[src/rtl/nfc_pkg.sv]
// Shared constants and FSM encoding for the NFC buffer RAM family.
package nfc_pkg;

    localparam int NFC_BYTE  = 8;
    localparam int NFC_WIDTH = 16;
    localparam int NFC_ADDR  = 4;
    localparam int NFC_DEPTH = 16;

    typedef enum logic {
        ST_INIT = 1'b0,
        ST_RUN  = 1'b1
    } nfc_state_t;

endpackage

[src/rtl/nfc_byte_ram_if.sv]
// Host-side port bundle of the NFC byte-lane RAM.
interface nfc_byte_ram_if #(
    parameter int WIDTH = 16,
    parameter int ADDR  = 4
);
    localparam int BYTES = WIDTH / 8;

    logic [BYTES-1:0] write;
    logic             read;
    logic [ADDR-1:0]  addr_wr;
    logic [ADDR-1:0]  addr_rd;
    logic [WIDTH-1:0] data_in;
    logic [WIDTH-1:0] data_out;
    logic             rd_valid;
    logic             init_busy;

    modport master (
        output write, read, addr_wr, addr_rd, data_in,
        input  data_out, rd_valid, init_busy
    );

    modport slave (
        input  write, read, addr_wr, addr_rd, data_in,
        output data_out, rd_valid, init_busy
    );

endinterface

[src/rtl/nfc_ram_core.sv]
// Bare byte-lane storage array: lane-masked write port, registered read address,
// combinational array output (block-RAM friendly).
module nfc_ram_core
    import nfc_pkg::*;
#(
    parameter int WIDTH = NFC_WIDTH,
    parameter int ADDR  = NFC_ADDR,
    parameter int DEPTH = NFC_DEPTH
) (
    input  logic                  clk,
    input  logic [WIDTH/8-1:0]    we,
    input  logic [ADDR-1:0]       wa,
    input  logic [WIDTH-1:0]      wd,
    input  logic                  rd_en,
    input  logic [ADDR-1:0]       ra,
    output logic [WIDTH-1:0]      rd
);

    localparam int BYTES = WIDTH / NFC_BYTE;

    logic [WIDTH-1:0] mem [DEPTH];
    logic [ADDR-1:0]  ra_reg;

    always_ff @(posedge clk) begin
        for (int i = 0; i < BYTES; i++) begin
            if (we[i]) begin
                mem[wa][i*NFC_BYTE +: NFC_BYTE] <= wd[i*NFC_BYTE +: NFC_BYTE];
            end
        end
        if (rd_en) begin
            ra_reg <= ra;
        end
    end

    // Reads after a same-edge write see the new lanes, since the address is registered.
    assign rd = mem[ra_reg];

endmodule

[src/rtl/nfc_byte_ram.sv]
// NFC byte-lane buffer RAM: post-reset clear sweep, write-first collision merge,
// out-of-range masking and an optional extra output register.
module nfc_byte_ram
    import nfc_pkg::*;
#(
    parameter int WIDTH    = NFC_WIDTH,
    parameter int ADDR     = NFC_ADDR,
    parameter int DEPTH    = NFC_DEPTH,
    parameter int OUT_REG  = 0,
    parameter int INIT_CLR = 1
) (
    input  logic          clk,
    input  logic          rst,
    nfc_byte_ram_if.slave bus
);

    localparam int BYTES = WIDTH / NFC_BYTE;
    localparam logic [ADDR:0]   DEPTH_W  = (ADDR+1)'(DEPTH);
    localparam logic [ADDR-1:0] LAST_CLR = ADDR'(DEPTH - 1);

    if (WIDTH % NFC_BYTE != 0) begin : g_bad_width
        $error("nfc_byte_ram: WIDTH must be a multiple of 8");
    end
    if (DEPTH > (1 << ADDR)) begin : g_bad_depth
        $error("nfc_byte_ram: DEPTH exceeds 2**ADDR");
    end

    function automatic logic in_range(input logic [ADDR-1:0] a);
        return {1'b0, a} < DEPTH_W;
    endfunction

    nfc_state_t       state_reg;
    logic [ADDR-1:0]  clr_cnt_reg;
    logic             init_busy_reg;

    always_ff @(posedge clk or posedge rst) begin
        if (rst) begin
            state_reg     <= (INIT_CLR != 0) ? ST_INIT : ST_RUN;
            clr_cnt_reg   <= '0;
            init_busy_reg <= (INIT_CLR != 0);
        end else if (state_reg == ST_INIT) begin
            clr_cnt_reg <= clr_cnt_reg + 1'b1;
            if (clr_cnt_reg == LAST_CLR) begin
                state_reg     <= ST_RUN;
                init_busy_reg <= 1'b0;
            end
        end
    end

    assign bus.init_busy = init_busy_reg;

    logic             run;
    logic             rd_go;
    logic [BYTES-1:0] mem_we;
    logic [ADDR-1:0]  mem_wa;
    logic [WIDTH-1:0] mem_wd;
    logic [WIDTH-1:0] ram_q;

    assign run   = (state_reg == ST_RUN);
    assign rd_go = run && bus.read;

    // Sweep owns the write port during INIT; a write coincident with rst is dropped.
    always_comb begin
        mem_we = '0;
        mem_wa = bus.addr_wr;
        mem_wd = bus.data_in;
        if (!rst) begin
            if (!run) begin
                mem_we = '1;
                mem_wa = clr_cnt_reg;
                mem_wd = '0;
            end else if (in_range(bus.addr_wr)) begin
                mem_we = bus.write;
            end
        end
    end

    nfc_ram_core #(
        .WIDTH (WIDTH),
        .ADDR  (ADDR),
        .DEPTH (DEPTH)
    ) u_core (
        .clk   (clk),
        .we    (mem_we),
        .wa    (mem_wa),
        .wd    (mem_wd),
        .rd_en (rd_go),
        .ra    (bus.addr_rd),
        .rd    (ram_q)
    );

    logic             rd_v1_reg;
    logic             oor_reg;
    logic [BYTES-1:0] coll_mask_reg;
    logic [WIDTH-1:0] coll_data_reg;

    always_ff @(posedge clk or posedge rst) begin
        if (rst) begin
            rd_v1_reg     <= 1'b0;
            oor_reg       <= 1'b0;
            coll_mask_reg <= '0;
            coll_data_reg <= '0;
        end else begin
            rd_v1_reg     <= rd_go;
            oor_reg       <= !in_range(bus.addr_rd);
            coll_mask_reg <= (rd_go && bus.addr_rd == bus.addr_wr && in_range(bus.addr_wr))
                             ? bus.write : '0;
            coll_data_reg <= bus.data_in;
        end
    end

    logic [WIDTH-1:0] merged_raw;
    logic [WIDTH-1:0] merged;

    for (genvar gi = 0; gi < BYTES; gi++) begin : g_lane
        assign merged_raw[gi*NFC_BYTE +: NFC_BYTE] = coll_mask_reg[gi]
            ? coll_data_reg[gi*NFC_BYTE +: NFC_BYTE]
            : ram_q[gi*NFC_BYTE +: NFC_BYTE];
    end

    assign merged = oor_reg ? '0 : merged_raw;

    if (OUT_REG != 0) begin : g_out_reg
        logic [WIDTH-1:0] data_reg;
        logic             valid_reg;

        always_ff @(posedge clk or posedge rst) begin
            if (rst) begin
                data_reg  <= '0;
                valid_reg <= 1'b0;
            end else begin
                valid_reg <= rd_v1_reg;
                if (rd_v1_reg) begin
                    data_reg <= merged;
                end
            end
        end

        assign bus.data_out = data_reg;
        assign bus.rd_valid = valid_reg;
    end else begin : g_out_direct
        logic [WIDTH-1:0] hold_reg;

        // Fresh word shows in the result cycle; the hold register keeps it afterwards.
        always_ff @(posedge clk or posedge rst) begin
            if (rst) begin
                hold_reg <= '0;
            end else if (rd_v1_reg) begin
                hold_reg <= merged;
            end
        end

        assign bus.data_out = rd_v1_reg ? merged : hold_reg;
        assign bus.rd_valid = rd_v1_reg;
    end

endmodule

[src/flat_wrapper.sv]
// flat-port wrapper written by rule: the top's interface ports become plain ports
module nfc_byte_ram_flat import nfc_pkg::*;
#(
    parameter int WIDTH    = NFC_WIDTH,
    parameter int ADDR     = NFC_ADDR,
    parameter int DEPTH    = NFC_DEPTH,
    parameter int OUT_REG  = 0,
    parameter int INIT_CLR = 1
)
  (clk, rst, bus_write, bus_read, bus_addr_wr, bus_addr_rd, bus_data_in, bus_data_out, bus_rd_valid, bus_init_busy);
  nfc_byte_ram_if #(.WIDTH(WIDTH), .ADDR(ADDR)) bus_i ();
  input  logic clk;
  input  logic rst;
  input wire logic [$bits(bus_i.write)-1:0] bus_write;
  input wire logic [$bits(bus_i.read)-1:0] bus_read;
  input wire logic [$bits(bus_i.addr_wr)-1:0] bus_addr_wr;
  input wire logic [$bits(bus_i.addr_rd)-1:0] bus_addr_rd;
  input wire logic [$bits(bus_i.data_in)-1:0] bus_data_in;
  output wire logic [$bits(bus_i.data_out)-1:0] bus_data_out;
  output wire logic [$bits(bus_i.rd_valid)-1:0] bus_rd_valid;
  output wire logic [$bits(bus_i.init_busy)-1:0] bus_init_busy;
  assign bus_i.write = bus_write;
  assign bus_i.read = bus_read;
  assign bus_i.addr_wr = bus_addr_wr;
  assign bus_i.addr_rd = bus_addr_rd;
  assign bus_i.data_in = bus_data_in;
  assign bus_data_out = bus_i.data_out;
  assign bus_rd_valid = bus_i.rd_valid;
  assign bus_init_busy = bus_i.init_busy;
  nfc_byte_ram #(.WIDTH(WIDTH), .ADDR(ADDR), .DEPTH(DEPTH), .OUT_REG(OUT_REG), .INIT_CLR(INIT_CLR)) u_core (.clk(clk), .rst(rst), .bus(bus_i));
endmodule
[config.mk]
export PLATFORM = sky130hd
export DESIGN_NAME = nfc_byte_ram_flat
export DESIGN_NICKNAME = d
export VERILOG_FILES = /design/src/rtl/nfc_pkg.sv /design/src/rtl/nfc_byte_ram_if.sv /design/src/rtl/nfc_ram_core.sv /design/src/rtl/nfc_byte_ram.sv /design/src/flat_wrapper.sv
export SDC_FILE = /design/constraint.sdc
export NUM_CORES = 1
export LEC_CHECK = 0
export CAP_MARGIN = 0
export CORE_MARGIN = 5
export CORE_UTILIZATION = 35
export DETAILED_ROUTE_END_ITERATION = 12
export SLEW_MARGIN = 20
export SYNTH_ARGS = -nofsm -noshare
export SYNTH_HDL_FRONTEND = slang
export SYNTH_SLANG_ARGS = --single-unit
[constraint.sdc]
create_clock -name clk -period 6 [get_ports clk]
set_input_delay 0.6 -clock clk [delete_from_list [all_inputs] [get_ports clk]]
set_output_delay 0.6 -clock clk [all_outputs]
set_load 0.005 [all_outputs]
==> flow_summary.json, run 1 <==
{
  "status": "finished clean",
  "drc": 0,
  "largest_register_ffs": 256,
  "rows": 67,
  "min_from": "u_core.bus.init_busy",
  "ys.flop_type": "edfxtp_1",
  "top_layer_used": "met4",
  "holdWs_ns": 0.467,
  "cts_tree": "done",
  "clock-root-buffer": "clkbuf_16",
  "hold_path_class": "register to register",
  "grt_pass1_wl_mm": 39.9,
  "rrSetupSlack_ns": 3.13,
  "dr_wl_met3_mm": 1.38,
  "via_per_inst": 5.31,
  "slew_headroom_pct": 27.9,
  "initial_core_util_pct": 35.5,
  "fp.dieW_um": 195,
  "wl_mm": 26.3,
  "cpMaxStageDelayCell": "dfxtp_4",
  "final_cell_mix": "260 x edfxtp_1, 51 x mux4_2, 46 x clkdlybuf4s50_1, 40 x dfrtp_1, 32 x nor3_2",
  "num_vias": 5901,
  "synth_cells": 587,
  "antenna_cells": 0,
  "ioPinCount": 47,
  "slew_violations": 0,
  "ys_seq_elements": 305,
  "drive_gt1_share_pct": 23.2,
  "overflow": 0,
  "clk-insertion-delay-late_ns": 0.55,
  "p_leak_nw": 4.45,
  "rsz0062_at_grt": "false",
  "grt_max_degree": 49,
  "finalClockSkew_ns": 0.00881,
  "cts_resized": 0,
  "fin_crit_ns": 4.23,
  "cp_max_fo": 37,
  "synth_edf_count": 260,
  "drt_iter0_markers": 464,
  "nets": 669,
  "dieArea_sq_mm": 0.0378,
  "ctsHtreeMaxLevel": 1,
  "hold_buffers": 0,
  "layout_commonest_cell": "edfxtp_1",
  "cp-start-kind": "register",
  "worst_slew_pin_slew_ns": 1.08,
  "cts_max_path_buffers": 3,
  "critical_path_class": "register to output pin",
  "ys_seq_area_share_pct": 74.8,
  "p_per_area_mw_per_mm2": 327,
  "crit_arrival_ns": 3.63,
  "area_growth_syn_to_layout_pct": 17.2,
  "grt_pass1_vias": 6229,
  "synth_async_sr_flop_share_pct": 13.4,
  "finalSetupViolCount": 0,
  "die_h_um": 195,
  "clk_pin_slew_ns": 0.06,
  "post_drt_wl_per_cell_um": 23.7,
  "synth_area_sq_mm": 0.0119,
  "port-buffer-count": 46,
  "ir_drop_mv": 0.210,
  "post_cts_buffers": 0,
  "tns_ns": 0,
  "fin_area_sq_mm": 0.0140,
  "drv_cap": 0,
  "syn_area_per_cell_sq_um": 20.3,
  "cts_inserted_buffers": 30,
  "drt-met1-wl_mm": 11.4,
  "grt_usage_pct": 13.7,
  "coreArea_sq_mm": 0.0336,
  "required_ns": 5.40,
  "antenna_left": 0,
  "routed-wl-met2_mm": 12.9,
  "max_stage_delay_ns": 0.83,
  "cts.sinks": 305,
  "worstPathCellList": "buf_4 -> mux4_2 -> a22oi_1 -> o211ai_1 -> clkdlybuf4s50_1",
  "firstDrtPassIters": 6,
  "dp_hpwl_mm": 17.3,
  "hold_viol_final": 0,
  "crit_path_end_kind": "output pin",
  "gp_congestion": 0.829,
  "fin_crit_sh_pct": 70.6,
  "yosys_warnings": 0,
  "yosysUniqueCellTypes": 39,
  "r2r_start": "u_core.run",
  "fmax_ghz": 0.236,
  "place_area_sq_mm": 0.0130,
  "syn-num-nets": 617,
  "grt_antenna_before_repair": 1
}
metrics by stage:
stage / utilization (%) / instances / worst slack [ns] / power, mW
2_1_floorplan: - / 587 / 3.65 / 2.59
3_3_place_gp: 38.1 / 1055 / 2.20 / 2.73
3_5_place_dp: 38.5 / 1055 / 2.24 / 2.74
4_1_cts: 41.5 / 1111 / 1.65 / 4.60
5_1_grt: 41.5 / 1111 / 1.47 / 4.72
6_report: 41.5 / 1111 / 1.77 / 4.57
worst paths after layout:
check / end / cells past startpoint
worst max-delay path: bus_data_out[12] / 5
worst min-delay path: u_core.bus.init_busy / 1
worst max register to register: u_core.u_core.mem[9][2] / 5
worst min register to register: u_core.bus.init_busy / 1
max in group asynchronous: u_core.g_out_direct.hold_reg[13] / 3
min in group asynchronous: u_core.clr_cnt_reg[2] / 2
synthesized netlist by cell type (2+ instances only):
master	n	area, sq um
edfxtp_1	260	7810
mux4_2	51	1150
dfrtp_1	40	1000
nor3_1	34	170
and2_1	18	113
a22oi_1	16	120
mux2i_1	16	160
nor2b_1	16	100
o211ai_1	16	120
a21oi_1	14	70.1
clkbuf_1	13	48.8
mux4_1	13	342
inv_1	8	30.0
buf_6	7	78.8
xnor2_1	7	61.3
a31oi_1	6	37.5
buf_2	5	25.0
buf_4	5	37.5
mux2_2	5	56.3
dfxtp_1	4	80.1
nor4b_1	4	35.0
nand2_1	3	11.3
nor4bb_1	3	30.0
a21o_1	2	15.0
a31oi_4	2	42.5
buf_1	2	7.51
nand3_1	2	10.0
nand3b_1	2	15.0
nor4_1	2	12.5
nor4b_2	2	30.0
kinds of logic after synthesis:
logic type,after synthesis,synth area share [%]
flip-flops,305,74.8
AND/OR/NAND/NOR,89,4.60
adder cells (fa/ha/maj),1,0.105
XOR/XNOR,7,0.514
AO/OA/AOI/OAI,59,3.64
buffers and inverters,40,1.91
multiplexers,86,14.4
area by class of cell:
class	count	area (sq um)
clock buffer	42	837
sequential	305	8920
inverter	8	30.0
tap	448	561
timing repair buffer	52	505
clock inverter	14	150
fill	2855	19700
multi-input combinational	242	2960
metal layers:
layer  GRT usage, %  vias up
met5              0        -
met4           3.49        0
met3           2.46       50
met2           22.6      188
met1           18.9     3134
li1               -     2529
worst max-delay path, delay by kind of cell, from the launching register on:
kind	cells	cell delay, ns
buffers and inverters	2	1.10
multiplexers	1	0.57
AO/OA/AOI/OAI	2	0.52
flip-flops	1	0.83
report_power, final:
group	internal, mW	leakage (nW)	switching, mW	total (mW)
clock network	1.10	0.487	0.769	1.87
registers	2.34	2.88	0.0262	2.37
logic	0.151	1.08	0.176	0.327
Power figures use the tool's default switching activity.
==> run 2, diff against run 1 <==
- clock period: 6 -> 3.55 ns (I/O delays scaled with it)
==> flow_summary.json, run 2 (same netlist as run 1, synthesis figures left out) <==
{
  "layout_commonest_cell": "edfxtp_1",
  "worstPathCellList": "buf_4 -> mux4_2 -> a22oi_1 -> o211ai_1 -> clkdlybuf4s50_1",
  "drive_gt1_share_pct": 22.4,
  "grt_usage_pct": 12.9,
  "coreArea_sq_mm": 0.0336,
  "comb_power_share_pct": 7.4,
  "rsz0062_at_grt": "false",
  "port-buffer-count": 46,
  "ctsHtreeMaxLevel": 1,
  "dieArea_sq_mm": 0.0378,
  "multiInputGateArea_sq_mm": 0.00280,
  "slew_headroom_pct": 44.9,
  "hold_buffers": 0,
  "overflow": 0,
  "final_core_util_pct": 41.9,
  "drc": 0,
  "cp-start-kind": "register",
  "gp_congestion": 0.802,
  "p_int_mw": 5.98,
  "drt_iter0_markers": 420,
  "grt_max_degree": 32,
  "cp_max_fo": 23,
  "wl_mm": 25.0,
  "largest_register_ffs": 256,
  "grt_pass1_vias": 6207,
  "clk-insertion-delay-late_ns": 0.53,
  "slew_violations": 0,
  "drv_cap": 0,
  "grt_antenna_before_repair": 0,
  "cpMaxStageDelayCell": "dfxtp_2",
  "post_drt_wl_per_cell_um": 21.8,
  "register_area_sq_mm": 0.00892,
  "antenna_left": 0,
  "critical_path_class": "register to output pin",
  "fin_crit_ns": 3.35,
  "firstDrtPassIters": 4,
  "hold_viol_final": 0,
  "cts_tree": "done",
  "fin_crit_sh_pct": 94.3,
  "die_h_um": 195,
  "clock-root-buffer": "clkbuf_16",
  "finalClockSkew_ns": 0.00839,
  "p_clk_share_pct": 39.7,
  "cts_max_path_buffers": 3,
  "rows": 67,
  "hold_path_class": "input port to register",
  "required_ns": 3.19,
  "p_leak_nw": 4.63,
  "grt_pass1_wl_mm": 38.2,
  "worst_slew_pin_slew_ns": 0.822,
  "area_growth_syn_to_layout_pct": 18.2,
  "clk_pin_slew_ns": 0.06,
  "final_cell_mix": "260 x edfxtp_1, 51 x mux4_2, 46 x clkdlybuf4s50_1, 46 x buf_4, 40 x dfrtp_1",
  "num_vias": 5854,
  "max_stage_delay_ns": 0.75,
  "crit_path_end_kind": "output pin",
  "cts.sinks": 305,
  "finalSetupViolCount": 0,
  "p_per_area_mw_per_mm2": 536,
  "switching_power_mw": 1.57,
  "cts_inserted_buffers": 29,
  "p_seq_share_pct": 53.0,
  "fp.dieW_um": 195,
  "initial_core_util_pct": 35.5,
  "p_sw_share_pct": 20.8,
  "ioPinCount": 47,
  "nets": 710,
  "crit_arrival_ns": 2.99,
  "fillerInstances": 2914,
  "dp_hpwl_mm": 16.8,
  "design_power_total_mw": 7.55,
  "via_per_inst": 5.09,
  "ir_drop_mv": 0.419,
  "fmax_ghz": 0.299,
  "status": "finished clean",
  "tns_ns": 0
}
-- run 2: cell types whose count changed in the layout (fill, tap and decap cells not counted), sizes merged --
cell	change
diode	+1
buf	+42
clkinv	-2
inv	+2
clkbuf	-3
-- run 2: cell type report --
cell class	count	area share [%]
Sequential cell	305	63.3
Multi-Input combinational cell	242	19.9
Timing Repair Buffer	94	6.06
Clock buffer	39	5.49
Tap cell	448	3.98
Clock inverter	14	1.07
Inverter	8	0.213
Antenna cell	1	0.0178
-- run 2: power by group through the flow --
stage	Combinational, mW	Sequential [mW]	Clock, mW
3_3_place_gp	0.534	4.08	0
5_1_grt	0.598	4.00	3.21
6_report	0.557	4.00	3.00
4_1_cts	0.563	4.00	3.06
3_5_place_dp	0.547	4.08	0
2_1_floorplan	0.339	4.05	0
-- run 2: metrics by stage --
stage                     setup WS, ns  cells  cell area (sq um)  hold WS, ns
final                            0.201   1151              14100        0.290
after global routing            0.0816   1150              14100        0.283
after floorplan                   1.34    587              11900        0.386
after detailed placement         0.515   1096              13100        0.466
after CTS                       0.0331   1150              14100        0.269
after global placement           0.609   1096              13100        0.458
-- run 2: what timing repair did --
item	4_1_cts	5_1_grt
resized for setup	0	1
setup buffers	1	0
gates cloned	0	0
endpoints found under the setup margin	1	4
endpoints found under the hold margin	0	0
-- run 2: layer usage --
layer | share of wire, % | GRT usage, % | vias to the layer above
met5 | 0 | 0 | -
met4 | 2.9 | 3.78 | 0
met3 | 4.0 | 1.96 | 42
met2 | 48 | 21.5 | 157
met1 | 45 | 17.8 | 3050
li1 | - | - | 2605
-- run 2: final timing paths --
check / from / to / slack (ns) / depth (start not counted)
min in group asynchronous: rst / u_core.run / 0.48 / 2
min: bus_data_in[5] / u_core.coll_data_reg[5] / 0.29 / 1
min reg2reg: u_core.u_core.ra_reg[1] / register / 0.48 / 1
max: register / bus_data_out[9] / 0.20 / 5
max reg2reg: u_core.run / u_core.u_core.mem[9][5] / 1.04 / 5
max in group asynchronous: rst / u_core.coll_data_reg[9] / 2.37 / 3
-- run 2: worst max-delay path: cells and delay by family, from the launching register on --
family / cells / cell delay (ns)
compound gates: 2 / 0.55
flops: 1 / 0.75
buf+inv: 2 / 0.82
mux: 1 / 0.32
